File: config.mk
export PLATFORM = sky130hd
export DESIGN_NAME = keypad_scanner
export DESIGN_NICKNAME = d
export VERILOG_FILES = /design/src/rtl/keypad_pkg.sv /design/src/rtl/tick_gen.sv /design/src/rtl/keypad_scanner.sv
export SDC_FILE = /design/constraint.sdc
export NUM_CORES = 1
export LEC_CHECK = 0
export BUFFER_PORTS_ARGS = -buffer_cell sky130_fd_sc_hd__buf_2
export CORE_ASPECT_RATIO = 1.5
export CORE_MARGIN = 4
export CORE_UTILIZATION = 38
export CTS_BUF_LIST = sky130_fd_sc_hd__clkbuf_2
export CTS_CLUSTER_DIAMETER = 200
export DETAILED_ROUTE_END_ITERATION = 10
export HOLD_SLACK_MARGIN = 0.1
export PLACE_DENSITY_LB_ADDON = 0.25
export SYNTH_ARGS = -nofsm -noshare
export SYNTH_HDL_FRONTEND = slang
export SYNTH_HIERARCHICAL = 1
export SYNTH_SLANG_ARGS = --single-unit
File: constraint.sdc
create_clock -name clk -period 2.8 [get_ports clk]
set_clock_uncertainty 0.1 [all_clocks]
set_input_delay 0.14 -clock clk [delete_from_list [all_inputs] [get_ports clk]]
set_output_delay 0.14 -clock clk [all_outputs]
set_load 0.01 [all_outputs]
File: src/rtl/keypad_pkg.sv
// Shared types and constants for the hex keypad scanner.
// Latency: n/a (package of constants, types and pure functions).
// Backpressure: n/a.
package keypad_pkg;

  // Scanner FSM states.
  typedef enum logic [1:0] {
    SCAN     = 2'd0,
    DEBOUNCE = 2'd1,
    PRESSED  = 2'd2,
    RELEASE  = 2'd3
  } kp_state_e;

  // Row drive pattern after reset: row 0 driven low.
  localparam logic [3:0] RST_ROW_N = 4'b1110;

  // Column pattern with no key pulling any column low.
  localparam logic [3:0] COL_IDLE = 4'hF;

  // Auto-repeat timing in scan ticks: first repeat delay, then repeat period.
  localparam int REPEAT_DLY  = 1000;
  localparam int REPEAT_RATE = 200;

  // Key map indexed by {row[1:0], col[1:0]}; element 0 is row 0 / col 0.
  localparam logic [15:0][3:0] KEY_MAP = {
    4'hD, 4'hE, 4'hF, 4'h0,   // row 3: cols 3..0
    4'hC, 4'h9, 4'h8, 4'h7,   // row 2
    4'hB, 4'h6, 4'h5, 4'h4,   // row 1
    4'hA, 4'h3, 4'h2, 4'h1    // row 0
  };

  // One-cold row drive for a row index.
  function automatic logic [3:0] row_cold(input logic [1:0] r);
    return ~(4'b0001 << r);
  endfunction

  // True when exactly one column is pulled low.
  function automatic logic single_key(input logic [3:0] c);
    case (c)
      4'b1110, 4'b1101, 4'b1011, 4'b0111: return 1'b1;
      default:                            return 1'b0;
    endcase
  endfunction

  // Column index of the single low bit (only meaningful when single_key is true).
  function automatic logic [1:0] col_index(input logic [3:0] c);
    case (c)
      4'b1110: return 2'd0;
      4'b1101: return 2'd1;
      4'b1011: return 2'd2;
      default: return 2'd3;
    endcase
  endfunction

endpackage

File: src/rtl/tick_gen.sv
// tick_gen: free-running prescaler producing a one-clk tick every SCAN_DIV clks.
// Latency: first tick SCAN_DIV clks after reset release, then periodic.
// Backpressure: none; tick is a pure strobe with no handshake.
module tick_gen #(
  parameter int SCAN_DIV = 50000
) (
  input  logic clk,
  input  logic reset,
  output logic tick
);

  localparam int CW = (SCAN_DIV > 1) ? $clog2(SCAN_DIV) : 1;
  localparam logic [CW-1:0] CNT_LAST = CW'(SCAN_DIV - 1);

  logic [CW-1:0] cnt_q;
  logic [CW-1:0] cnt_d;

  assign tick = (cnt_q == CNT_LAST);

  // Wrap the divider on the tick cycle, otherwise count up.
  always_comb begin
    cnt_d = cnt_q + 1'b1;
    if (tick) begin
      cnt_d = '0;
    end
  end

  // Divider register with synchronous active-low reset.
  always_ff @(posedge clk) begin
    if (!reset) begin
      cnt_q <= '0;
    end else begin
      cnt_q <= cnt_d;
    end
  end

endmodule

File: src/rtl/keypad_scanner.sv
// keypad_scanner: scans a 4x4 hex keypad, debounces, strobes hex codes, shifts them into entry.
// Latency: key_valid one clk after the DB_COUNT-th confirming tick (DB_COUNT+1 ticks after detect) plus 2-clk col sync.
// Backpressure: none; key_valid is a one-clk strobe. Optional KEYPAD_AUTOREPEAT_EN re-strobes a held key.
module keypad_scanner
  import keypad_pkg::*;
#(
  parameter int SCAN_DIV = 50000,
  parameter int DB_COUNT = 20
) (
  input  logic        clk,
  input  logic        reset,
  input  logic [3:0]  col_n,
  input  logic        entry_clr,
  output logic [3:0]  row_n,
  output logic [3:0]  key_code,
  output logic        key_valid,
  output logic        key_held,
  output logic [15:0] entry
);

  localparam int DBW = $clog2(DB_COUNT + 1);
  localparam logic [DBW-1:0] DB_MAX = DBW'(DB_COUNT);

  logic            tick;
  logic [3:0]      col_s1_q;
  logic [3:0]      col_s_q;
  kp_state_e       state_q,     state_d;
  logic [1:0]      row_q,       row_d;
  logic [3:0]      row_n_q,     row_n_d;
  logic [3:0]      lat_col_q,   lat_col_d;
  logic [DBW-1:0]  db_cnt_q,    db_cnt_d;
  logic [DBW-1:0]  db_inc;
  logic [3:0]      key_code_q,  key_code_d;
  logic            key_valid_q, key_valid_d;
  logic            key_held_q,  key_held_d;
  logic [15:0]     entry_q,     entry_d;
  logic [3:0]      code_new;
  logic            strobe;

`ifdef KEYPAD_AUTOREPEAT_EN
  localparam int RPT_W = $clog2(REPEAT_DLY + 1);
  localparam logic [RPT_W-1:0] RPT_DLY_C  = RPT_W'(REPEAT_DLY);
  localparam logic [RPT_W-1:0] RPT_RATE_C = RPT_W'(REPEAT_RATE);

  logic [RPT_W-1:0] rpt_cnt_q,   rpt_cnt_d;
  logic [RPT_W-1:0] rpt_inc;
  logic             rpt_armed_q, rpt_armed_d;
`endif

  tick_gen #(
    .SCAN_DIV (SCAN_DIV)
  ) u_tick_gen (
    .clk   (clk),
    .reset (reset),
    .tick  (tick)
  );

  assign db_inc    = db_cnt_q + 1'b1;
  assign row_n     = row_n_q;
  assign key_code  = key_code_q;
  assign key_valid = key_valid_q;
  assign key_held  = key_held_q;
  assign entry     = entry_q;

  // Two-flop synchronizer for the asynchronous column inputs; idle is all-high.
  always_ff @(posedge clk) begin
    if (!reset) begin
      col_s1_q <= COL_IDLE;
      col_s_q  <= COL_IDLE;
    end else begin
      col_s1_q <= col_n;
      col_s_q  <= col_s1_q;
    end
  end

  // Scan/debounce FSM next state; decisions only on tick, strobe drives code and entry.
  always_comb begin
    state_d     = state_q;
    row_d       = row_q;
    lat_col_d   = lat_col_q;
    db_cnt_d    = db_cnt_q;
    key_code_d  = key_code_q;
    key_valid_d = 1'b0;
    key_held_d  = key_held_q;
    entry_d     = entry_q;
    code_new    = key_code_q;
    strobe      = 1'b0;
`ifdef KEYPAD_AUTOREPEAT_EN
    rpt_cnt_d   = rpt_cnt_q;
    rpt_armed_d = rpt_armed_q;
    rpt_inc     = rpt_cnt_q + 1'b1;
`endif

    if (tick) begin
      case (state_q)
        SCAN: begin
          if (single_key(col_s_q)) begin
            // Freeze the row and remember which column went low.
            lat_col_d = col_s_q;
            db_cnt_d  = '0;
            state_d   = DEBOUNCE;
          end else begin
            row_d = row_q + 1'b1;
          end
        end
        DEBOUNCE: begin
          if (col_s_q == lat_col_q) begin
            if (db_inc == DB_MAX) begin
              db_cnt_d   = '0;
              state_d    = PRESSED;
              key_held_d = 1'b1;
              strobe     = 1'b1;
              code_new   = KEY_MAP[{row_q, col_index(lat_col_q)}];
            end else begin
              db_cnt_d = db_inc;
            end
          end else begin
            // Bounce: scanning resumes, row moves on the following tick.
            state_d = SCAN;
          end
        end
        PRESSED: begin
          if (col_s_q == COL_IDLE) begin
            db_cnt_d = '0;
            state_d  = RELEASE;
          end
`ifdef KEYPAD_AUTOREPEAT_EN
          else begin
            if (rpt_inc == (rpt_armed_q ? RPT_RATE_C : RPT_DLY_C)) begin
              rpt_cnt_d   = '0;
              rpt_armed_d = 1'b1;
              strobe      = 1'b1;
              code_new    = key_code_q;
            end else begin
              rpt_cnt_d = rpt_inc;
            end
          end
`endif
        end
        RELEASE: begin
          if (col_s_q == COL_IDLE) begin
            if (db_inc == DB_MAX) begin
              db_cnt_d   = '0;
              key_held_d = 1'b0;
              state_d    = SCAN;
              row_d      = row_q + 1'b1;
            end else begin
              db_cnt_d = db_inc;
            end
          end else begin
            // Release bounce: key still considered down, no new strobe.
            state_d = PRESSED;
          end
        end
        default: begin
          state_d = SCAN;
        end
      endcase
    end

`ifdef KEYPAD_AUTOREPEAT_EN
    if (state_d != PRESSED) begin
      rpt_cnt_d   = '0;
      rpt_armed_d = 1'b0;
    end
`endif

    if (strobe) begin
      key_valid_d = 1'b1;
      key_code_d  = code_new;
      entry_d     = {entry_q[11:0], code_new};
    end

    // Clear has priority over a simultaneous shift.
    if (entry_clr) begin
      entry_d = '0;
    end

    row_n_d = row_cold(row_d);
  end

  // FSM and output registers with synchronous active-low reset.
  always_ff @(posedge clk) begin
    if (!reset) begin
      state_q     <= SCAN;
      row_q       <= '0;
      row_n_q     <= RST_ROW_N;
      lat_col_q   <= COL_IDLE;
      db_cnt_q    <= '0;
      key_code_q  <= '0;
      key_valid_q <= 1'b0;
      key_held_q  <= 1'b0;
      entry_q     <= '0;
    end else begin
      state_q     <= state_d;
      row_q       <= row_d;
      row_n_q     <= row_n_d;
      lat_col_q   <= lat_col_d;
      db_cnt_q    <= db_cnt_d;
      key_code_q  <= key_code_d;
      key_valid_q <= key_valid_d;
      key_held_q  <= key_held_d;
      entry_q     <= entry_d;
    end
  end

`ifdef KEYPAD_AUTOREPEAT_EN
  // Auto-repeat tick counter, only live while a key is held in PRESSED.
  always_ff @(posedge clk) begin
    if (!reset) begin
      rpt_cnt_q   <= '0;
      rpt_armed_q <= 1'b0;
    end else begin
      rpt_cnt_q   <= rpt_cnt_d;
      rpt_armed_q <= rpt_armed_d;
    end
  end
`endif

endmodule
* Word level (Yosys, flattened, before mapping)
Memory sizes are Yosys's and may differ from the RTL's.
Index checks and enable logic that the tools add are counted.
** Operators by class
- Order comparisons :: 1
- Multiplexer cells :: 41
- Bitwise operators :: 2
- Equal/unequal tests :: 22
- Shift-type cells :: 1
- $add $sub $neg :: 3
- Reductions and logical operators :: 9
** Operators by type and width (count)
- equality test 4 bit, second input constant :: 7
- two-way mux 2 bit :: 14
- two-way mux 5 bit :: 5
- two-way mux 4 bit :: 5
- case mux 5 bit (4 select lines) :: 1
- adder 16 x 1 -> 16 bit, second input constant :: 1
- equality test 16 bit, second input constant :: 1
- two-way mux 1 bit :: 12
- inequality test 2 bit, second input constant :: 6
- AND reduction 5 bit :: 2
- case mux 2 bit (4 select lines) :: 1
- inequality test 3 bit, second input constant :: 2
- case mux 2 bit (3 select lines) :: 1
- AND reduction 6 bit :: 1
- adder 5 x 1 -> 5 bit, second input constant :: 1
- equality test 5 bit, second input constant :: 1
- < comparator 4 x 5 -> 1 bit, second input constant :: 1
- equality test 2 bit, second input constant :: 2
- equality test 4 x 3 -> 1 bit, second input constant :: 1
- equality test 4 bit :: 1
- NOT 4 bit :: 1
- case mux 2 bit (2 select lines) :: 1
- OR reduction 2 bit :: 2
- OR reduction 4 bit :: 1
- other kinds (8) :: 8
** Storage, ports and cells
- Memories kept :: 1
- Logic and storage cells :: 92
- Input bits :: 7
- Bits in read-only memories :: 64
- Bits in registers :: 63
** Memory list
- (no name shown) :: words 16, bits a word 4, read ports 1, clocked after Yosys merged registers in 0, wr ports 0, line keypad_scanner.sv:113 : code_new = KEY_MAP[{row_q, col_index(lat_col_q)}];

* Depth between registers and ports, before layout
Gate-level depths: netlist of run 1.
- Depth in word-level cells :: 12
- Gate-level depth with buffers :: 10
- Gate-level depth less buffers :: 10

* By module
Netlist of run 1, hierarchy kept.
** By module, submodules not included
- keypad_scanner :: times used 1, seq. area each 940.9 µm², cells each 259, area an instance 2296.0 µm²
- tick_gen :: times used 1, seq. area each 320.3 µm², cells each 80, area an instance 789.5 µm²

* Least setup slack after synthesis of run 1
Ideal clock, no wire load.
- Path kind :: register to register
- From :: register u_tick_gen.cnt_q[0]
- To :: register row_n_q[1], in the netlist row_n[1]
- Buffers on the path :: 0
- Cell stages (with the launch flop) :: 11
- Arrival :: 2.106 ns
- Setup time :: 0.127 ns
- Period minus slack after synthesis :: 2.333 ns
- Path slack :: 0.467 ns
- Cells stage by stage :: dfxtp_1 ha_1 and3_1 nand4_1 inv_1 nor2b_1 nor2b_1 nand2_1 nor3_1 nor3_1 or3_1
** On the way
- Longest elaborated chain between the ends :: 4
** RTL lines
- start, declared :: line tick_gen.sv:15 : logic [CW-1:0] cnt_q;
- start signal, assigned :: line tick_gen.sv:33 : cnt_q <= cnt_d;
- equality test 16 bit :: line tick_gen.sv:18 : assign tick = (cnt_q == CNT_LAST);
- via tick :: line keypad_scanner.sv:24 : logic tick;
- two-way mux 2 bit :: line keypad_scanner.sv:94 : if (tick) begin
- << shifter 1 x 2 -> 4 bit :: line keypad_pkg.sv:34 : return ~(4'b0001 << r);
- NOT 4 bit :: line keypad_pkg.sv:34
- end signal, assigned :: line keypad_scanner.sv:197 : row_n_q <= row_n_d;
- end, declared :: line keypad_scanner.sv:29 : logic [3:0] row_n_q, row_n_d;
The timed path passes the listed nets, and every way through them passes these cells.
A chain may end at the register's enable or synchronous reset.

* Worst setup path after layout of run 1
Ends and elaborated chain as after synthesis.

==> impl_metrics.ini, run 1 <==
[global_route]
grt_pass1_wl_um = 10900
antenna_found_initial = 0
grt_max_degree = 30
grt_pass1_vias = 2386
globalRouteOverflowTotal = 0
grt.total_usage_pct = 14.3

[worst_setup_path]
cp_num_buf_inv = 1
slowest_stage = dfxtp_1
end_kind = flip-flop
worstPathRequired_ns = 3.07
crit_family = simple AND/OR/NAND/NOR gates
reg2reg_depth = 10
cpPeakStageDelay_ns = 0.41
crit_type = flip-flop to flip-flop
worstPathCellList = ha_1 -> and3_1 -> nand4_1 -> inv_1 -> nor2b_2 -> nor2b_1 -> nand2_1 -> nor3_2 -> nor3_1 -> or3_1
worstSetupStartpointType = flip-flop
reg2reg_slack_ns = 0.30
cp_max_fo = 6
path_depth = 10
critical_path_arrival_ns = 2.77

[timing]
rsz0062_at_grt = no
fmax_mhz = 401
finalSetupViolCount = 0
finalMaxSlewViolations = 0
fin_crit_ns = 2.50
setup_ws_ns = 0.303
hold_viol_final = 0
timing.final.crit_share_pct = 89.2
worstMarginPinSlew_ns = 0.833
tns_ns = 0
slew_headroom_pct = 44.5

[hold_path]
hold_class = primary input to flip-flop
hold_depth = 3

[layout]
antennaDiodeCount = 0
drive_gt1_share_pct = 24.5
multiInputGateArea_um2 = 1680
nFillCells = 798
seqCellArea_um2 = 1260
stdcell_count = 485
finish.net_count = 389
syn_to_final_growth_pct = 13.7

[cts]
root_buffer = clkbuf_2
clkLatencyLatePin_ns = 0.48
cts_setup_buffers = 0
clockBufferDepth = 2
clk_pin_slew_ns = 0.17
cts_tree = built
htreeDepth = 3
cts_sinks = 63
cts_buffers = 9

[yosys]
synthTopCellsByCount = 63 x dfxtp_1, 43 x nand2_1, 24 x nor2_1
synth_area_leader_cell = dfxtp_1
seq_area_frac_synth_pct = 40.9
synthCells = 339
yosys_most_used_dff = dfxtp_1
postSynthAreaPerCell_um2 = 9.10
yosysUniqueCellTypes = 64
synth_area_um2 = 3090
yosysTopAreaCellShare_pct = 40.9
yosysMostFrequentCell = dfxtp_1
syn_nets = 353
synth-edff-count = 0
ys_warn_count = 6
synth_area_leaders = dfxtp_1 41%, nand2_1 5.2%, xnor2_1 4.0%
ys_ff_latch = 63
synthArstFlopShare_pct = 0

[placed_design]
port_buffers = 32
finalWeightedCongestion = 0.815
place_inst = 460
pre_cts_ws_ns = 0.172
place_hpwl_um = 4450

[drt]
wirelength_um = 6210
first_iter_violations = 111
via_count = 2471
routed_via_density = 5.09
route.detailed.drc = 0
wl_per_cell_um = 12.8
ant_nets = 0
drt_pre_antenna_iters = 5

[die]
start_util_pct = 38.8
fp.dieW_um = 81.6
core_area_um2 = 7960
io_pins = 33
rows = 40
die_h_um = 118
die-area_um2 = 9660

[pwr]
power_density_nw_per_um2 = 452
peakVddDrop_uv = 265
total_power_w = 0.00159
p_leak_nw = 1.33

[run_status]
status = finished clean

[run]
drv_cap = 0
cell usage in the layout, fill, tap and decap left out, drive strengths merged, types with 9 or more instances in the layout:
master       count
a21oi           27
buf             36
clkbuf          11
dfxtp           63
dlygate4sd3      9
inv              9
nand2           53
nand2b           9
nand3           14
nand4            9
nor2            27
o21ai           10
xnor2           15
layout make-up:
class,count,area share [%]
inverter,9,0.963
sequential,63,35.9
multi-input combinational,247,47.7
timing repair buffer,45,7.99
clock buffer,11,1.57
tap,105,3.74
clock inverter,5,2.07
worst paths after layout:
check,endpoint,startpoint
min reg2reg,col_s_q[2]$_SDFF_PN1_,col_s1_q[2]$_SDFF_PN1_
max reg2reg,row_n[1]$_SDFF_PN1_,u_tick_gen/cnt_q[0]$_SDFF_PP0_
max,row_n[1]$_SDFF_PN1_,u_tick_gen/cnt_q[0]$_SDFF_PP0_
min,entry[11]$_SDFFE_PP0P_,entry_clr
where the power goes:
group | switching, W | internal, W | total (W)
clock | 0.000309 | 0.000297 | 0.000606
sequential | 0.00000962 | 0.000906 | 0.000916
combinational | 0.0000370 | 0.0000270 | 0.0000640
total | 0.000356 | 0.00123 | 0.00159
per-stage QoR:
step / hold slack [ns] / area, um^2 / utilization [%]
CTS: 0.299 / 3500 / 44.0
global placement: 0.223 / 3280 / 41.3
floorplan: 0.113 / 3090 / -
finish: 0.318 / 3510 / 44.1
detailed placement: 0.225 / 3280 / 41.3
global route: 0.325 / 3510 / 44.1
what timing repair did:
action	4_1_cts	5_1_grt
endpoints found under the setup margin	0	1
hold buffers	9	0
gates resized for setup	0	2
endpoints found under the hold margin	22	0
routing by layer:
| metal | vias to the layer above | part of all wire [%] | global-route usage (%) |
|---|---|---|---|
| li1 | 1251 | - | - |
| met1 | 1157 | 43 | 15.9 |
| met2 | 51 | 50 | 24.4 |
| met3 | 12 | 5.4 | 4.95 |
| met4 | 0 | 1.9 | 5.30 |
| met5 | - | 0 | 0 |
logic make-up (layout without fill, tap and decap cells):
logic type	count (synthesis)	in the layout	synth area share, %
simple gates	152	152	28.5
flops	63	63	40.9
compound gates	61	61	14.6
buf+inv	29	70	5.07
xor+xnor	22	22	6.49
fa+ha+maj	7	7	2.84
mux	5	5	1.66
registers in the layout (all words and copies together), names as in the netlist, 2 cells and up:
register,flops
col_s1_q,4
col_s_q,4
db_cnt_q,5
entry,16
key_code,4
lat_col_q,4
row_n,4
row_q,2
state_q,2
u_tick_gen/cnt_q,16
worst register-to-register path, cell delays in order, from the launching register on:
cell and delay (ns):
dfxtp_1 0.41, ha_1 0.23, and3_1 0.23, nand4_1 0.16, inv_1 0.18, nor2b_2 0.22
nor2b_1 0.19, nand2_1 0.08, nor3_2 0.15, nor3_1 0.09, or3_1 0.34
Power figures use the tool's default switching activity.
==> inputs of run 2 (changes only) <==
--- a/config.mk
+++ b/config.mk
@@ -5,6 +5,7 @@
 export SDC_FILE = /design/constraint.sdc
 export NUM_CORES = 1
 export LEC_CHECK = 0
+export ABC_AREA = 1
 export BUFFER_PORTS_ARGS = -buffer_cell sky130_fd_sc_hd__buf_2
 export CORE_ASPECT_RATIO = 1.5
 export CORE_MARGIN = 4
==> run 2 against run 1 <==
- die area fell by 0.45%
- combinational power rose by 15%
- hold slack got worse by 0.088 ns
- register-to-register slack improved by 0.11 ns
- total power fell by 11%
- area after synthesis fell by 0.49%
- cell count rose by 20%
- sequential cell count did not move
- critical path type unchanged
==> impl_metrics.ini, run 2 <==
[drt]
first_iter_violations = 86
routed_via_density = 4.71
ant_nets = 0
via_count = 2750
wirelength_um = 6600
route.detailed.drc = 0
drt_pre_antenna_iters = 4
wl_per_cell_um = 11.3

[global_route]
grt_pass1_wl_um = 11100
antenna_found_initial = 0
grt_max_degree = 23
grt.total_usage_pct = 15.0
globalRouteOverflowTotal = 0
grt_pass1_vias = 2511

[worst_setup_path]
end_kind = flip-flop
worstPathCellList = ha_1 -> nand3_1 -> or2_2 -> nor2_1 -> inv_1 -> nor2_2 -> inv_2 -> nor2_4 -> buf_4 -> nand2_4 -> a21oi_2
worstSetupStartpointType = flip-flop
worstPathRequired_ns = 3.17
cp_max_fo = 9
crit_family = simple AND/OR/NAND/NOR gates
crit_type = flip-flop to flip-flop
slowest_stage = dfxtp_1
cp_num_buf_inv = 3
cpPeakStageDelay_ns = 0.41
critical_path_arrival_ns = 2.76

[yosys]
yosys_most_used_dff = dfxtp_1
synth_area_leaders = dfxtp_1 41%, nand2_1 12%, nor2_1 8.6%
yosysUniqueCellTypes = 31
postSynthAreaPerCell_um2 = 7.11
synthCells = 432
ys_ff_latch = 63
synthArstFlopShare_pct = 0
synth-edff-count = 0
yosysTopAreaCellShare_pct = 41.1
synthTopCellsByCount = 97 x nand2_1, 70 x nor2_1, 63 x dfxtp_1
ys_warn_count = 6
yosysMostFrequentCell = nand2_1
seq_area_frac_synth_pct = 41.1
synth_area_um2 = 3070
synth_area_leader_cell = dfxtp_1
syn_nets = 446

[hold_path]
hold_class = primary input to flip-flop

[timing]
timing.final.crit_share_pct = 85.2
worstMarginPinSlew_ns = 0.624
hold_viol_final = 0
tns_ns = 0
fin_crit_ns = 2.39
fmax_mhz = 419
slew_headroom_pct = 58.3
finalMaxSlewViolations = 0
finalSetupViolCount = 0
rsz0062_at_grt = no

[placed_design]
port_buffers = 32
place_hpwl_um = 4970
place_area_um2 = 3310
finalWeightedCongestion = 0.855

[die]
start_util_pct = 39.6
die_h_um = 118
core_area_um2 = 7760
die-area_um2 = 9610
fp.dieW_um = 81.4
rows = 39
io_pins = 33

[layout]
syn_to_final_growth_pct = 13.0
drive_gt1_share_pct = 17.8
mostFrequentLayoutCell = nand2_1
antennaDiodeCount = 0
finish.net_count = 492
layout_common_cells = 97 x nand2_1, 70 x nor2_1, 63 x dfxtp_1, 45 x inv_1, 32 x buf_2
finalInstanceArea_um2 = 3470

[cts]
cts_buffers = 9
clkLatencyLatePin_ns = 0.53
cts_resized = 0
cts_tree = built
root_buffer = clkbuf_2
clk_pin_slew_ns = 0.15
cts_sinks = 63
clockBufferDepth = 2
htreeDepth = 3

[pwr]
power_density_nw_per_um2 = 404
p_leak_nw = 1.51
peakVddDrop_uv = 194
total_power_w = 0.00140

[run]
drv_cap = 0

[run_status]
status = finished clean
[run 2: cell types whose count changed in the layout (fill, tap and decap cells not counted), moves of 6 or more]
cell,before,now
nand2_1,43,97
nor2_1,24,70
inv_1,9,45
nand3_1,12,26
o21ai_0,7,21
xnor2_1,14,1
or2_2,0,11
nand2b_1,9,0
a21oi_1,16,24
a21oi_2,10,2
nand4_1,7,13
[run 2: worst min-delay path, cell delays in order]
cell           delay (ns)
dlygate4sd3_1        0.52
buf_2                0.10
or2_2                0.09
[run 2: repair_timing]
action	CTS	global route
hold buffers	6	0
setup buffers	0	4
endpoints found under the hold margin	45	0
setup endpoints to repair	0	5
[run 2: layout make-up]
class,instances,area [um^2]
Timing Repair Buffer,44,265
Multi-Input combinational cell,310,1560
Tap cell,102,128
Clock inverter,6,28.8
Fill cell,792,4290
Sequential cell,63,1260
Clock buffer,9,45.0
Inverter,50,188
[run 2: logic make-up (layout without fill, tap and decap cells)]
family,after synthesis,in the layout,share of synthesized area [%]
buf+inv,59,109,8.27
compound gates,55,55,9.82
fa+ha+maj,7,7,2.85
xor+xnor,10,10,2.85
flops,63,63,41.1
simple gates,238,238,35.1
[run 2: final timing paths]
path,to,startpoint,slack (ns),depth (start not counted)
max,key_code[1]$_SDFFE_PN0P_,u_tick_gen/cnt_q[0]$_SDFF_PP0_,0.41,11
min,col_s1_q[1]$_SDFF_PN1_,col_n[1],0.23,3
max reg2reg,key_code[1]$_SDFFE_PN0P_,u_tick_gen/cnt_q[0]$_SDFF_PP0_,0.41,11
min reg2reg,col_s_q[0]$_SDFF_PN1_,col_s1_q[0]$_SDFF_PN1_,0.33,1
[run 2: power breakdown]
| part | switching [W] | internal, W |
|---|---|---|
| Clock | 0.000318 | 0.0000997 |
| Sequential | 0.00000641 | 0.000906 |
| Combinational | 0.0000445 | 0.0000291 |
| Total | 0.000369 | 0.00103 |
[run 2: per-stage QoR]
| stage | utilization [%] | setup slack (ns) | instances | hold slack (ns) |
|---|---|---|---|---|
| after floorplan | - | 0.685 | 432 | 0.147 |
| after global placement | 42.6 | 0.399 | 559 | 0.227 |
| after detailed placement | 42.6 | 0.311 | 559 | 0.230 |
| after CTS | 44.3 | 0.263 | 580 | 0.180 |
| after global routing | 44.7 | 0.138 | 584 | 0.193 |
| final | 44.7 | 0.413 | 584 | 0.231 |
[run 2: per-layer routing]
metal	global-route usage, %	wire, um
met1	15.4	2670
met2	25.5	3350
met3	5.36	324
met4	8.25	255
met5	0	0
